<file path="src/rtl/count_sequencer.sv">
// count_sequencer: configurable up/down counter sequencer with repetition count and pause/resume.
// Ports:
//   clk      in   clock, all state updates on rising edge
//   clr      in   synchronous active-low reset
//   load     in   capture tc_in/reps_in/dir (IDLE only)
//   tc_in    in   [3:0] terminal count value
//   reps_in  in   [3:0] repetitions per run, 0 = run until stopped
//   dir      in   0 = count up, 1 = count down
//   start    in   begin run from IDLE, resume from HOLD
//   stop     in   pause from RUN, abort from HOLD (wins over start)
//   count    out  [3:0] current count
//   rep_cnt  out  [3:0] completed repetitions, modulo 16
//   busy     out  high in RUN or HOLD
//   wrap     out  one-cycle pulse on each reload
//   done     out  one-cycle pulse at run completion
module count_sequencer (
    input  logic       clk,
    input  logic       clr,
    input  logic       load,
    input  logic [3:0] tc_in,
    input  logic [3:0] reps_in,
    input  logic       dir,
    input  logic       start,
    input  logic       stop,
    output logic [3:0] count,
    output logic [3:0] rep_cnt,
    output logic       busy,
    output logic       wrap,
    output logic       done
);
    typedef enum logic [1:0] {IDLE, RUN, HOLD, DONE} state_t;
    state_t     state_q;
    logic [3:0] tc_q, reps_q, count_q, rep_cnt_q;
    logic       dir_q, busy_q, wrap_q, done_q;
    logic [3:0] term_val, start_val, rep_nxt;
    logic       at_term, last_rep;
    assign term_val  = dir_q ? 4'd0 : tc_q;
    assign start_val = dir_q ? tc_q : 4'd0;
    assign rep_nxt   = rep_cnt_q + 4'd1;
    assign at_term   = count_q == term_val;
    // reps_q == 0 means endless, so only a nonzero target can finish the run
    assign last_rep  = (reps_q != 4'd0) && (rep_nxt == reps_q);
    always_ff @(posedge clk) begin
        if (!clr) begin
            state_q   <= IDLE;
            tc_q      <= 4'hF;
            reps_q    <= 4'd0;
            dir_q     <= 1'b0;
            count_q   <= 4'd0;
            rep_cnt_q <= 4'd0;
            busy_q    <= 1'b0;
            wrap_q    <= 1'b0;
            done_q    <= 1'b0;
        end else begin
            wrap_q <= 1'b0;
            done_q <= 1'b0;
            case (state_q)
                IDLE: begin
                    // load has priority; start+stop counts as stop, which IDLE ignores
                    if (load) begin
                        tc_q   <= tc_in;
                        reps_q <= reps_in;
                        dir_q  <= dir;
                    end else if (start && !stop) begin
                        state_q   <= RUN;
                        count_q   <= start_val;
                        rep_cnt_q <= 4'd0;
                        busy_q    <= 1'b1;
                    end
                end
                RUN: begin
                    // stop outranks the terminal-edge reload/finish
                    if (stop) begin
                        state_q <= HOLD;
                    end else if (!at_term) begin
                        count_q <= dir_q ? count_q - 4'd1 : count_q + 4'd1;
                    end else if (last_rep) begin
                        state_q   <= DONE;
                        rep_cnt_q <= reps_q;
                        busy_q    <= 1'b0;
                        done_q    <= 1'b1;
                    end else begin
                        count_q   <= start_val;
                        rep_cnt_q <= rep_nxt;
                        wrap_q    <= 1'b1;
                    end
                end
                HOLD: begin
                    if (stop) begin
                        state_q   <= IDLE;
                        count_q   <= 4'd0;
                        rep_cnt_q <= 4'd0;
                        busy_q    <= 1'b0;
                    end else if (start) begin
                        state_q <= RUN;
                    end
                end
                DONE: state_q <= IDLE;
                default: state_q <= IDLE;
            endcase
        end
    end
    assign count   = count_q;
    assign rep_cnt = rep_cnt_q;
    assign busy    = busy_q;
    assign wrap    = wrap_q;
    assign done    = done_q;
endmodule

</file>
<file path="config.mk">
export PLATFORM = sky130hd
export DESIGN_NAME = count_sequencer
export DESIGN_NICKNAME = d
export VERILOG_FILES = /design/src/rtl/count_sequencer.sv
export SDC_FILE = /design/constraint.sdc
export NUM_CORES = 1
export LEC_CHECK = 0
export ABC_AREA = 1
export BUFFER_PORTS_ARGS = -buffer_cell sky130_fd_sc_hd__buf_2
export CORE_AREA = 2 2 64 66
export CTS_CLUSTER_SIZE = 10
export DETAILED_ROUTE_END_ITERATION = 10
export DIE_AREA = 0 0 66 68
export GPL_ROUTABILITY_DRIVEN = 0
export PLACE_DENSITY = 0.7
export SETUP_SLACK_MARGIN = 0.3
export SLEW_MARGIN = 30
export SYNTH_ARGS = -nofsm -noshare
export SYNTH_HDL_FRONTEND = slang
export SYNTH_SLANG_ARGS = --single-unit
export TNS_END_PERCENT = 100
</file>
<file path="constraint.sdc">
create_clock -name clk -period 1.7 [get_ports clk]
set_input_delay 0.085 -clock clk [delete_from_list [all_inputs] [get_ports clk]]
set_output_delay 0.085 -clock clk [all_outputs]
set_load 0.02 [all_outputs]
</file>
==> results.toml, run 1 <==
[synthesis]
synth_edf_count = 0
synth_nets = 245
ys_seq_area_frac = 0.304
yosysTopAreaCellShare = 0.304
avgSynthCellArea_um2 = 6.52
yosysWarningCount = 0
async_reset_ff_frac = 0
synth.distinct_cells = 26
synthFlopType = "dfxtp_1"
synth_top_cell_by_area = "dfxtp_1"
synth_area_um2 = 1450
ys_top_cells_by_count = "nand2_1 (75), inv_1 (25), dfxtp_1 (22)"
synth_cells = 222
synth.most_common_cell = "nand2_1"
ys_seq_elements = 22
synth.area.top_cells = "dfxtp_1 (30%), nand2_1 (19%), ha_1 (6.9%)"

[power]
vdd_drop_max_mv = 0.658
total_power_mw = 3.29
powerDensity_nw_per_um2 = 1650
leakagePower_nw = 0.980

[floorplan]
die-area_um2 = 4490
ios = 25
die_y_um = 68
core_area_um2 = 3860
die_x_um = 66
start_util = 0.375
rows = 23

[cells_and_area]
nNetsFinal = 288
fin_util = 0.516
antennaDiodeCount = 0
area_growth_pct = 37.4
layout-drive-gt1-share = 0.371
regArea_um2 = 465
nFillCells = 372
multi_input_area_um2 = 1020

[sta]
finalCritPeriodShare = 0.975
worst_pin_slew_ns = 0.342
fmax_mhz = 603
rsz0062_at_grt = "true"
setup_viol = 0
postLayoutSetupSlackWorst_ns = 0.0422
period_needed_ns = 1.66
drv_slew = 0
skew_ns = 0.000628
finalHoldViolCount = 0
max-slew-margin-rel = 0.772

[drt]
ant_nets = 0
routed_via_density = 4.80
drt_iter0_drc = 44
firstDrtPassIters = 4
postRouteWirelength_um = 3720
drc = 0
wire_per_inst_um = 11.8
vias = 1507

[clock_network]
clockBufferDepth = 2
clock_sinks = 22
htree_num_levels = 1
cts_buffers = 3
cts-root-buf = "clkbuf_8"
clk_latency_ns = 0.27
path_clk_slew_ns = 0.08
cts_tree = "yes"

[critical_path]
crit_type = "reg2reg"
rrSetupSlack_ns = 0.04
crit_start = "rep_cnt[0]$_SDFFE_PN0P_"
critPathCaptureType = "register"
crit_required_ns = 1.85
critPathMaxFanout = 7
crit_path_end = "count[2]$_SDFFE_PN0P_"
regToRegEndpoint = "count[2]$_SDFFE_PN0P_"
start_kind = "register"
rr_worst_depth = 11
rr_startpoint = "rep_cnt[0]$_SDFFE_PN0P_"
worst_ep_arrival_time_ns = 1.81

[job]
drv_cap = 0

[place]
post-place-ws_ns = 0.0635
port_buffers = 24
dpl.hpwl_um = 2480

[outcome]
status = "finished clean"

[global_route]
grt_pass1_vias = 1326
antenna_found_initial = 0
grt-ovfl-total = 0
grt_max_degree = 13
grt_pass1_wl_um = 5730
grtUsageTotal = 0.164

[hold_path]
hold_depth = 3
hold_path_class = "in2reg"
[sequential cells by signal (all words and copies together) (netlist names)]
signal / count
reps_q: 4
count: 4
busy: 1
dir_q: 1
done: 1
wrap: 1
rep_cnt: 4
state_q: 2
tc_q: 4
[per-stage QoR]
stage / TNS, ns / instance area, um2 / instances / hold slack, ns
after floorplan: 0 / 1490 / 222 / 0.198
after global placement: 0 / 1670 / 295 / 0.284
after detailed placement: 0 / 1670 / 295 / 0.287
after CTS: 0 / 1790 / 305 / 0.0125
after global routing: -0.369 / 1990 / 314 / 0.0369
final: 0 / 1990 / 314 / 0.0117
[final cells by class]
class | count | area share
clock buffers | 3 | 0.0208
clock inverters | 1 | 0.00189
inverters | 29 | 0.0635
multi-input cells | 167 | 0.514
flip-flops and latches | 22 | 0.234
well taps | 50 | 0.0314
repair buffers | 42 | 0.135
[cells in the final DEF (no fill, tap or decap), drive strengths merged]
cell type / Yosys / final
inv: 29 / 29
o21ai: 8 / 8
xnor2: 3 / 3
a21oi: 10 / 10
nand2: 82 / 82
ha: 8 / 8
nor2: 25 / 25
nand4: 4 / 4
o21a: 1 / 1
xor2: 1 / 1
buf: 1 / 42
nor4: 1 / 1
dfxtp: 22 / 22
clkbuf: 3 / 3
or2: 1 / 1
clkinv: 0 / 1
fa: 1 / 1
nand3: 22 / 22
[where the power goes]
| part | leakage [nW] | internal [mW] | total [mW] | switching (mW) |
|---|---|---|---|---|
| Clock | 0.0231 | 0.162 | 0.340 | 0.179 |
| Sequential | 0.186 | 0.679 | 0.854 | 0.175 |
| Combinational | 0.770 | 0.876 | 2.10 | 1.22 |
[worst max-delay path: stages (launching register included)]
cell and delay [ns]:
dfxtp_4 0.36, ha_4 0.16, inv_1 0.06, nand2_1 0.08, nand3_1 0.10, nand2_1 0.10, nor2_4 0.14, nand3_4 0.11
o21ai_4 0.24, nand2_1 0.09, nand2_1 0.08, nor2_1 0.04
[worst min-delay path by stage]
stage | to | startpoint | slack, ns
6_report | tc_q[2]$_SDFFE_PN1P_ | tc_in[2] | 0.01
5_1_grt | tc_q[0]$_SDFFE_PN1P_ | tc_in[0] | 0.04
4_1_cts | tc_q[2]$_SDFFE_PN1P_ | tc_in[2] | 0.01
3_5_place_dp | tc_q[2]$_SDFFE_PN1P_ | tc_in[2] | 0.29
3_3_place_gp | tc_q[3]$_SDFFE_PN1P_ | tc_in[3] | 0.28
2_1_floorplan | tc_q[0]$_SDFFE_PN1P_ | tc_in[0] | 0.20
[cells by family (layout without fill, tap and decap cells)]
group	Yosys count	after routing	synth area share
xor+xnor	4	4	0.0242
simple gates	135	135	0.417
buf+inv	33	75	0.0959
fa+ha+maj	9	9	0.0830
flops	22	22	0.304
compound gates	19	19	0.0752
[what timing repair did]
action                     4_1_cts  5_1_grt
gates resized for setup         11       32
hold buffers                     0        0
setup buffers                    6        9
pin swaps                       10       11
setup endpoints to repair       12       13
[metal layers]
| layer | vias up | global-route usage | share of wire | wire length (um) |
|---|---|---|---|---|
| met4 | 0 | 0.0587 | 0.015 | 54 |
| met5 | - | 0 | 0 | 0 |
| li1 | 783 | - | - | - |
| met2 | 36 | 0.279 | 0.49 | 1840 |
| met3 | 5 | 0.0214 | 0.042 | 157 |
| met1 | 683 | 0.214 | 0.45 | 1670 |
Power figures use the tool's default switching activity.
==> run 2, diff against run 1 <==
- ABC_AREA: 1 -> default
- CORE_AREA: 2 2 64 66 -> 2 2 62 64
- DIE_AREA: 0 0 66 68 -> 0 0 64 66
- PLACE_DENSITY: 0.7 -> 0.71
==> run 2 against run 1 <==
The run now ends with setup timing left. Global-route usage grew 0.87 points. Worst setup slack got worse by 0.25 ns. Area after synthesis fell by 5.2%. Combinational power fell by 18%. Design area shrank 3.4%. Largest power group unchanged. Routed wire length fell by 8.6%. Clock power shrank 23%. First-iteration DRC count stayed put.
==> results.toml, run 2 <==
[outcome]
status = "finished, violations left"
failed_checks = "setup timing"

[cells_and_area]
fin_cells = 273
layout-drive-gt1-share = 0.369
area_growth_pct = 40.0
final_cell_mix = "nand2_1 (29), buf_4 (28), buf_2 (24)"
antennaDiodeCount = 0
final_common_cell = "nand2_1"
nNetsFinal = 249
multi_input_area_um2 = 937
regArea_um2 = 459
nFillCells = 329

[critical_path]
crit_required_ns = 1.93
critPathMaxFanout = 8
worst_ep_arrival_time_ns = 2.14
critPathCaptureType = "register"
crit_type = "reg2reg"
start_kind = "register"

[drt]
ant_nets = 0
wire_per_inst_um = 12.5
drc = 0
routed_via_density = 5.13
postRouteWirelength_um = 3400
firstDrtPassIters = 5
drt_iter0_drc = 44
vias = 1400

[floorplan]
ios = 25
die_x_um = 64
core_area_um2 = 3550
die_y_um = 66
die-area_um2 = 4220
start_util = 0.387
rows = 22

[clock_network]
htree_num_levels = 1
clk_latency_ns = 0.32
path_clk_slew_ns = 0.14
cts_tree = "yes"
cts-root-buf = "clkbuf_4"
clockBufferDepth = 2
cts_buffers = 3
clock_sinks = 22

[synthesis]
synth.area.top_cells = "dfxtp_1 (32%), nand2_1 (8.2%), ha_1 (7.3%)"
synth_edf_count = 0
synth_area_um2 = 1370
yosysWarningCount = 0
synth.distinct_cells = 43
yosysTopAreaCellShare = 0.321
ys_seq_elements = 22
synth.most_common_cell = "nand2_1"
synthFlopType = "dfxtp_1"
avgSynthCellArea_um2 = 8.17
async_reset_ff_frac = 0
synth_nets = 191
ys_seq_area_frac = 0.321
ys_top_cells_by_count = "nand2_1 (30), dfxtp_1 (22), a21oi_1 (12)"
synth_cells = 168
synth_top_cell_by_area = "dfxtp_1"

[global_route]
grtUsageTotal = 0.172
grt_pass1_wl_um = 5790
grt_max_degree = 18
grt-ovfl-total = 0
grt_pass1_vias = 1297
antenna_found_initial = 0

[place]
dp.cells = 261
port_buffers = 24
dpl.hpwl_um = 2600

[power]
powerDensity_nw_per_um2 = 1430
total_power_mw = 2.75
leakagePower_nw = 0.814
vdd_drop_max_mv = 0.625

[job]
drv_cap = 0

[sta]
postLayoutSetupSlackWorst_ns = -0.211
finalCritPeriodShare = 1.12
drv_slew = 0
fmax_mhz = 523
setup_tns_ns = -1.77
period_needed_ns = 1.91
worst_pin_slew_ns = 0.334
max-slew-margin-rel = 0.776
rsz0062_at_grt = "true"
setup_viol = 11
skew_ns = 0.0192
finalHoldViolCount = 0

[hold_path]
hold_path_class = "in2reg"
==> run 2: cell count changes in the layout (fill, tap and decap cells not counted), moves of 7 or more <==
cell     delta
nor2_1     -12
nand2_2    -11
buf_4      +11
nand3_1    -17
a21oi_1     +7
nand2_1    -37
inv_1      -12
==> run 2: through the flow <==
stage	area, um2	util	hold WS, ns	worst slack [ns]
after detailed placement	1750	0.492	0.302	-0.278
after floorplan	1400	-	0.209	-0.198
after CTS	1860	0.525	0.000355	-0.210
after global routing	1920	0.541	0.0168	-0.274
final	1920	0.541	0.00955	-0.211
after global placement	1750	0.492	0.303	-0.205
==> run 2: critical path, stage by stage (launching register included) <==
cell,delay (ns)
dfxtp_4,0.37
or4b_4,0.49
o22ai_4,0.19
o22ai_4,0.11
o41a_4,0.41
o221a_1,0.25
==> run 2: area by class of cell <==
cell class,count,share of cell area
multi-input combinational,130,0.488
sequential,22,0.239
timing repair buffer,59,0.209
tap,48,0.0313
inverter,10,0.0195
clock buffer,4,0.0137
==> run 2: worst paths after layout <==
check	from	to	slack [ns]	cells past startpoint
max	count[0]$_SDFFE_PN0P_	count[1]$_SDFFE_PN0P_	-0.21	5
min	reps_in[3]	reps_q[3]$_SDFFE_PN0P_	0.01	3
max reg2reg	count[0]$_SDFFE_PN0P_	count[1]$_SDFFE_PN0P_	-0.21	5
min reg2reg	busy$_SDFFE_PN0P_	busy$_SDFFE_PN0P_	0.47	2
==> run 2: power breakdown <==
group          internal [mW]  switching (mW)  total [mW]
clock                 0.0917           0.169       0.261
sequential             0.652           0.106       0.759
combinational          0.767           0.961        1.73
==> run 2: kinds of logic after synthesis <==
kind of cell    count (synthesis)  share of synthesized area
simple gates                   62                      0.217
mux                             3                     0.0228
fa+ha+maj                       9                     0.0875
buf+inv                        16                     0.0465
compound gates                 46                      0.242
flops                          22                      0.321
xor+xnor                       10                     0.0638
==> run 2: timing repair <==
action	in CTS	in global routing
hold buffers	6	0
endpoints found under the setup margin	22	22
resized for setup	6	11
hold endpoints to repair	6	0
pin swaps	3	3
buffers inserted	1	1
==> run 2: metal layers <==
| layer | vias up | wire length (um) | GRT usage | part of all wire |
|---|---|---|---|---|
| li1 | 716 | - | - | - |
| met1 | 633 | 1530 | 0.219 | 0.45 |
| met2 | 47 | 1620 | 0.303 | 0.48 |
| met3 | 4 | 213 | 0.0324 | 0.063 |
| met4 | 0 | 36 | 0.0353 | 0.011 |
| met5 | - | 0 | 0 | 0 |
